## src/rtl/alu_issue_pkg.sv

```systemverilog
// Shared types and field definitions for the ALU issue front end.
package alu_issue_pkg;

  localparam int A_SEL_W = 2;
  localparam int B_SEL_W = 2;
  localparam int CTRL_W  = 5;
  localparam int DATA_W  = 32;

  // Bit positions inside the captured {cout, overflow, zero} flag vector.
  localparam int FLAG_COUT = 2;
  localparam int FLAG_OVF  = 1;
  localparam int FLAG_ZERO = 0;
  localparam int FLAGS_W   = 3;

  typedef enum logic [1:0] {
    IDLE,
    EXEC,
    CAPTURE,
    HOLD
  } state_e;

endpackage

```

## src/rtl/alu_issue_unit_sat_counter.sv

```systemverilog
// Saturating up-counter: sticks at all-ones instead of wrapping.
module sat_counter #(
  parameter int WIDTH = 16
) (
  input  logic             clk,
  input  logic             rst,
  input  logic             inc_i,
  output logic [WIDTH-1:0] count_o
);

  logic [WIDTH-1:0] count_q, count_d;

  always_comb begin
    count_d = count_q;
    if (inc_i && (count_q != '1)) begin
      count_d = count_q + 1'b1;
    end
  end

  // NOTE: sequential state uses non-blocking assignments so every flop samples pre-edge values.
  always_ff @(posedge clk or posedge rst) begin
    if (rst) begin
      count_q <= '0;
    end else begin
      count_q <= count_d;
    end
  end

  assign count_o = count_q;

endmodule

```

## src/rtl/alu_issue_unit.sv

```systemverilog
// Issue front end for the ALU: registers ROM addresses, waits for the datapath
// to settle, captures result/flags and hands them downstream.
module alu_issue_unit
  import alu_issue_pkg::*;
#(
  parameter int SETTLE_CYCLES = 1,
  parameter int CNT_W         = 16
) (
  input  logic               clk,
  input  logic               rst,
  input  logic               in_valid,
  output logic               in_ready,
  input  logic [A_SEL_W-1:0] in_a_sel,
  input  logic [B_SEL_W-1:0] in_b_sel,
  input  logic [CTRL_W-1:0]  in_ctrl,
  output logic [A_SEL_W-1:0] oner_addr,
  output logic [B_SEL_W-1:0] twor_addr,
  output logic [CTRL_W-1:0]  threer_addr,
  input  logic [DATA_W-1:0]  alu_result,
  input  logic               alu_cout,
  input  logic               alu_overflow,
  input  logic               alu_zero,
  output logic               out_valid,
  input  logic               out_ready,
  output logic [DATA_W-1:0]  out_result,
  output logic [FLAGS_W-1:0] out_flags,
  output logic [CNT_W-1:0]   op_count,
  output logic [CNT_W-1:0]   ovf_count
);

  localparam logic [3:0] SETTLE_INIT = 4'(SETTLE_CYCLES - 1);

  state_e               state_q, state_d;
  logic [3:0]           settle_q, settle_d;
  logic [A_SEL_W-1:0]   oner_q, oner_d;
  logic [B_SEL_W-1:0]   twor_q, twor_d;
  logic [CTRL_W-1:0]    threer_q, threer_d;
  logic [DATA_W-1:0]    out_result_q, out_result_d;
  logic [FLAGS_W-1:0]   out_flags_q, out_flags_d;
  logic [FLAGS_W-1:0]   alu_flags;
  logic                 capture;

  always_comb begin
    alu_flags            = '0;
    alu_flags[FLAG_COUT] = alu_cout;
    alu_flags[FLAG_OVF]  = alu_overflow;
    alu_flags[FLAG_ZERO] = alu_zero;
  end

  // NOTE: every always_comb output gets a default first so no path leaves it unassigned (no latches).
  always_comb begin
    state_d      = state_q;
    settle_d     = settle_q;
    oner_d       = oner_q;
    twor_d       = twor_q;
    threer_d     = threer_q;
    out_result_d = out_result_q;
    out_flags_d  = out_flags_q;
    in_ready     = 1'b0;
    out_valid    = 1'b0;
    capture      = 1'b0;
    unique case (state_q)
      IDLE: begin
        in_ready = 1'b1;
        if (in_valid) begin
          oner_d   = in_a_sel;
          twor_d   = in_b_sel;
          threer_d = in_ctrl;
          settle_d = SETTLE_INIT;
          state_d  = EXEC;
        end
      end
      EXEC: begin
        if (settle_q == 4'd0) begin
          state_d = CAPTURE;
        end else begin
          settle_d = settle_q - 4'd1;
        end
      end
      CAPTURE: begin
        capture      = 1'b1;
        out_result_d = alu_result;
        out_flags_d  = alu_flags;
        state_d      = HOLD;
      end
      HOLD: begin
        out_valid = 1'b1;
        if (out_ready) begin
          state_d = IDLE;
        end
      end
      default: state_d = IDLE;
    endcase
  end

  always_ff @(posedge clk or posedge rst) begin
    if (rst) begin
      state_q      <= IDLE;
      settle_q     <= '0;
      oner_q       <= '0;
      twor_q       <= '0;
      threer_q     <= '0;
      out_result_q <= '0;
      out_flags_q  <= '0;
    end else begin
      state_q      <= state_d;
      settle_q     <= settle_d;
      oner_q       <= oner_d;
      twor_q       <= twor_d;
      threer_q     <= threer_d;
      out_result_q <= out_result_d;
      out_flags_q  <= out_flags_d;
    end
  end

  assign oner_addr   = oner_q;
  assign twor_addr   = twor_q;
  assign threer_addr = threer_q;
  assign out_result  = out_result_q;
  assign out_flags   = out_flags_q;

  sat_counter #(.WIDTH(CNT_W)) u_op_cnt (
    .clk     (clk),
    .rst     (rst),
    .inc_i   (capture),
    .count_o (op_count)
  );

  sat_counter #(.WIDTH(CNT_W)) u_ovf_cnt (
    .clk     (clk),
    .rst     (rst),
    .inc_i   (capture && alu_overflow),
    .count_o (ovf_count)
  );

endmodule

```

## config.mk

```make
export PLATFORM = sky130hd
export DESIGN_NAME = alu_issue_unit
export DESIGN_NICKNAME = d
export VERILOG_FILES = /design/src/rtl/alu_issue_pkg.sv /design/src/rtl/alu_issue_unit_sat_counter.sv /design/src/rtl/alu_issue_unit.sv
export SDC_FILE = /design/constraint.sdc
export NUM_CORES = 1
export LEC_CHECK = 0
export ABC_CLOCK_PERIOD_IN_PS = 5400
export CAP_MARGIN = 30
export CORE_ASPECT_RATIO = 1.25
export CORE_MARGIN = 8
export CORE_UTILIZATION = 49
export DETAILED_ROUTE_END_ITERATION = 8
export GPL_TIMING_DRIVEN = 0
export HOLD_SLACK_MARGIN = 0.05
export PLACE_DENSITY_LB_ADDON = 0.2
export SLEW_MARGIN = 30
export SYNTH_ARGS = -nofsm -noshare
export SYNTH_HDL_FRONTEND = slang
export SYNTH_SLANG_ARGS = --single-unit
export TNS_END_PERCENT = 50
```

## constraint.sdc

```tcl
create_clock -name clk -period 5.4 [get_ports clk]
set_clock_uncertainty 0.2 [all_clocks]
set_input_delay 0.54 -clock clk [delete_from_list [all_inputs] [get_ports clk]]
set_output_delay 0.54 -clock clk [all_outputs]
set_load 0.02 [all_outputs]
```

**Word level (Yosys, flattened, before mapping)**

Index checks and enable logic that the tools add are counted.

- Word-level logic and storage cells: 40
- Bits of input ports: 48
- Bits in registers: 82

- Reduce and logical (&&, ||, !) cells: 9
- Equal/unequal tests: 9
- Add/sub/neg operators: 3
- Multiplexer cells: 10

Operator list:

| cell | number |
|---|---|
| adder 16 x 1 -> 16 bit, second input constant | 2 |
| inequality test 16 bit, second input constant | 2 |
| 2-to-1 mux 4 bit | 2 |
| inequality test 2 bit, second input constant | 4 |
| case mux 2 bit (4 select lines) | 1 |
| case mux 4 bit (2 select lines) | 1 |
| 2-to-1 mux 2 bit | 3 |
| AND reduction 3 bit | 2 |
| == test 2 bit, second input constant | 2 |
| logical NOT 4 bit | 1 |
| subtractor 4 x 1 -> 4 bit, second input constant | 1 |
| logical AND 1 bit | 3 |
| 2-to-1 mux 1 bit | 3 |
| == test 2 x 1 -> 1 bit, second input constant | 1 |
| logical NOT 2 bit | 1 |
| AND reduction 2 bit | 1 |
| nonzero test 2 bit | 1 |

**Depth between registers and ports, before layout**

- Depth after elaboration: 4
- Gate-level depth with buffers: 8

**Hierarchy**

Synthesis repeated with hierarchy kept, for this count alone.

- Cells, all modules: 276
- Area total of the unflattened synthesis: 3696.0 µm²

By module, submodules not included:

| module | cells an instance | sequential area each (µm²) | times used | area an instance (µm²) |
|---|---|---|---|---|
| alu_issue_unit | 134 | 1251.2 | 1 | 2084.5 |
| sat_counter | 71 | 400.4 | 2 | 805.8 |

**Least setup slack after synthesis**

No wires, ideal clock.

- Kind: register to register
- Start: reg u_op_cnt.count_q[0] (netlist: u_op_cnt.count_o[0])
- End: reg u_op_cnt.count_q[1] (netlist: u_op_cnt.count_o[1])
- Stages on the path, launching flop included: 7
- Arrival time: 1934 ps
- Buffers on the path: 1
- Path slack: 3138 ps
- Cells stage by stage: dfrtp_1 ha_1 nand4_1 or4_1 buf_2 o21ai_2 mux2_1

- Cells in the longest elaborated chain, start to end: 2
- Elaborated cells on any way between the ends: 3

RTL lines:

| what | RTL line | RTL |
|---|---|---|
| start, declared | alu_issue_unit_sat_counter.sv:11 | `logic [WIDTH-1:0] count_q, count_d;` |
| start signal, assigned | alu_issue_unit_sat_counter.sv:25 | `count_q <= count_d;` |
| branches (longest 2 deep; another with adder 16 x 1 -> 16 bit) | -- |  |

Several ways; the timed one is not identified.
A chain may end at the register's enable or synchronous reset.

**Final worst setup path**

- Start: reg state_q[0]
- End: out in_ready

- Cells in the longest elaborated chain, start to end: 2

RTL lines:

| what | RTL line | RTL |
|---|---|---|
| start, declared | alu_issue_unit.sv:33 | `state_e state_q, state_d;` |
| start signal, assigned | alu_issue_unit.sv:106 | `state_q <= state_d;` |
| logical NOT 2 bit | alu_issue_unit.sv:62 | `unique case (state_q)` |
| 2-to-1 mux 1 bit | alu_issue_unit.sv:62 |  |
| end, declared | alu_issue_unit.sv:12 | `output logic in_ready,` |

No other way between the ends.

==> summary.txt <==
Synth Cell Area -> 3620 um^2
Synth Area in Adders -> 2.76%
outcome -> finished, final reports clean
synth top area cells -> dfrtp_1 57%, mux2_2 14%, xor2_1 3.9%
number of hold violations in the final report -> 0
number of synthesized flops with an enable pin -> 0
HPWL Detailed -> 6860 um
number of top-level pins -> 126
CTS tree -> yes
multiplexer share of the synthesized area -> 15.4%
Post-CTS Setup Bufs -> 0
Layout area overhead -> 44.0%
DR WL met2 -> 4800 um
First-pass DRT Iterations -> 5
sequential cell area -> 2050 um^2
hold crit path type -> reg -> reg
CTS Buf Count -> 9
GRT overflow -> 0
biggest area consumer among synthesized cells -> dfrtp_1
syn_nets -> 347
crit path DAT -> 1.75 ns
total power -> 0.00273 W
Overall Global Routing Usage -> 18.2%
layout net count -> 484
period utilization -> 46.1%
Max Slew Vio Count -> 0
#FFs+latches synth -> 82
clk root buf -> clkbuf_8
clk buf depth -> 2
Met1 Wirelength -> 3310 um
Highest Clock Rate -> 0.401 GHz
met3 routed WL -> 741 um
via/cell ratio -> 5.25
FP Rows -> 35
simple-gate portion of the synthesized area -> 13.4%
routed len/inst -> 17.2 um
Cells after Synth -> 291
prevailing post-synth register cell -> dfrtp_1
PD cells -> 524 nW/um^2
average size of a mapped cell -> 12.5 um^2
Top Layer Used -> met4
RSZ-0062 raised after global routing -> false
Seq/Total Area, Yosys -> 56.6%
Die H -> 112 um
final wirelength -> 9050 um
Max-Cap Viols -> 0
Worst Setup Path Type -> reg -> out
crit path launch type -> register
Die Area -> 10400 um^2
main combinational cell family by area after synthesis -> multiplexers
Remaining DRCs -> 0
Worst-Skew Late Latency -> 0.34 ns
share of the synthesized area in the top cell type -> 56.6%
Setup crit end kind -> output pin
WHS -> 0.294 ns
chip width -> 92.9 um
Worst slew margin -> 51.8%
starting density of the core -> 49.9%
CTS H-tree lvls -> 3
CP required -> 4.66 ns
fin crit period -> 2.49 ns
Compound-Gate Fraction of Synth Area -> 3.66%
core area -> 7270 um^2
Finished Cell Area -> 5220 um^2
Synth Area in XOR/XNOR -> 5.56%
Antenna Nets Post-Route -> 0
distinct cell type count after synthesis -> 40
layout cell share with drive strength beyond 1 -> 16.9%
area occupied by multi-input gates -> 1480 um^2
antenna violations before repair -> 0
Starting DRT DRC Count -> 61
Worst Tran Pin Value -> 0.718 ns
CTS sink cnt -> 82
IO buf count -> 125
hold_buf cts -> 0
first-pass GRT wire length -> 15000 um
setup TNS -> 0 ns
Area after DPL -> 5020 um^2
total number of vias -> 2755
ys async rst share -> 100%
number of fillers in the final layout -> 560
Crit Path Max Fanout -> 6
vias in the first global route -> 2939
largest net degree at the start of global routing -> 56
Peak VDD IR -> 318 uV
RePlAce Congestion -> 0.783
Final setup viols -> 0
Post-CTS Resized -> 0
Pleak -> 2.25 nW
antenna fix cells -> 0
CTS clk-pin slew, worst paths -> 0.08 ns
Synth warnings -> 0
-- flip-flops by register name, indices dropped and copies added (netlist names) --
| signal | flops |
|---|---|
| oner_addr | 2 |
| out_flags | 3 |
| out_result | 32 |
| settle_q | 4 |
| state_q | 2 |
| threer_addr | 5 |
| twor_addr | 2 |
| u_op_cnt.count_o | 16 |
| u_ovf_cnt.count_o | 16 |
-- cell usage after synthesis (all sizes together), types with 2 or more instances --
cell type and number:
xor2 16, mux2i 3, dfrtp 82, nand4 9, nor4 11, nand3 12, a31oi 2, o211ai 2
mux2 47, xnor2 7, nor2 12, o21ai 4, clkbuf 3, inv 15, nand2 14, o21a 3
buf 5, nor3 14, a21oi 5, ha 8, nor4b 3, or3 4
-- cell type report --
type / count / area share (%)
clock inverter: 6 / 1.29
clock buffer: 10 / 2.45
buffer: 8 / 0.719
sequential: 82 / 39.3
multi-input combinational: 186 / 28.3
timing repair buffer: 126 / 24.5
inverter: 15 / 1.17
tap: 92 / 2.21
-- cells in the final DEF, fill, tap and decap left out, types with 3 or more instances in the layout --
cell / count
o21ai_0: 3
clkdlybuf4s50_1: 125
ha_1: 8
nor4b_1: 3
nor4_1: 8
xnor2_1: 7
inv_1: 14
xor2_1: 16
nand2_1: 13
mux2i_1: 3
nor3_1: 14
nand4_1: 8
clkbuf_8: 9
nor2_1: 12
or3_1: 4
a21oi_1: 5
dfrtp_1: 82
o21a_1: 3
nand3_1: 12
clkbuf_1: 4
buf_2: 3
mux2_2: 46
-- report_power, final --
group          switching [W]  internal (W)  total [W]
Combinational       0.000630      0.000676    0.00131
Clock               0.000226      0.000215   0.000440
Sequential          0.000149      0.000837   0.000986
Total                0.00100       0.00173    0.00273
-- metal layers --
metal / vias to the layer above / global-route usage, %
li1: 1303 / -
met1: 1354 / 19.1
met5: - / 0
met2: 83 / 31.1
met4: 0 / 6.57
met3: 15 / 8.14
-- cells by family (layout without fill, tap and decap cells) --
kind of cell / after synthesis / count (layout)
AO/OA/AOI/OAI: 20 / 20
XOR/XNOR: 23 / 23
AND/OR/NAND/NOR: 85 / 85
flip-flops: 82 / 82
adder cells (fa/ha/maj): 8 / 8
multiplexers: 50 / 50
buffers and inverters: 23 / 165
-- per-stage QoR --
stage	instances	utilization, %	setup slack [ns]
after detailed placement	509	69.1	2.91
after floorplan	291	-	2.55
after global routing	525	71.8	2.78
after CTS	525	71.8	2.88
final	525	71.8	2.91
after global placement	508	68.7	1.21
-- path summary, 6_finish.rpt --
kind | startpoint | end | slack [ns] | depth (start not counted)
max | state_q[0]$_DFFE_PP0P_ | in_ready | 2.91 | 3
min | u_op_cnt.count_o[11]$_DFFE_PP0P_ | u_op_cnt.count_o[11]$_DFFE_PP0P_ | 0.29 | 1
min reg2reg | u_op_cnt.count_o[11]$_DFFE_PP0P_ | u_op_cnt.count_o[11]$_DFFE_PP0P_ | 0.29 | 1
max in group asynchronous | rst | u_op_cnt.count_o[9]$_DFFE_PP0P_ | 4.14 | 3
max reg2reg | state_q[0]$_DFFE_PP0P_ | out_result[2]$_DFFE_PP0P_ | 3.10 | 6
min in group asynchronous | rst | out_result[17]$_DFFE_PP0P_ | 0.33 | 2
-- critical path, cell delays in order, from the launching register on --
cell,delay (ns)
dfrtp_1,0.40
inv_1,0.11
ha_1,0.26
clkdlybuf4s50_1,0.64
Note: power is estimated with default switching activity, not from simulation.
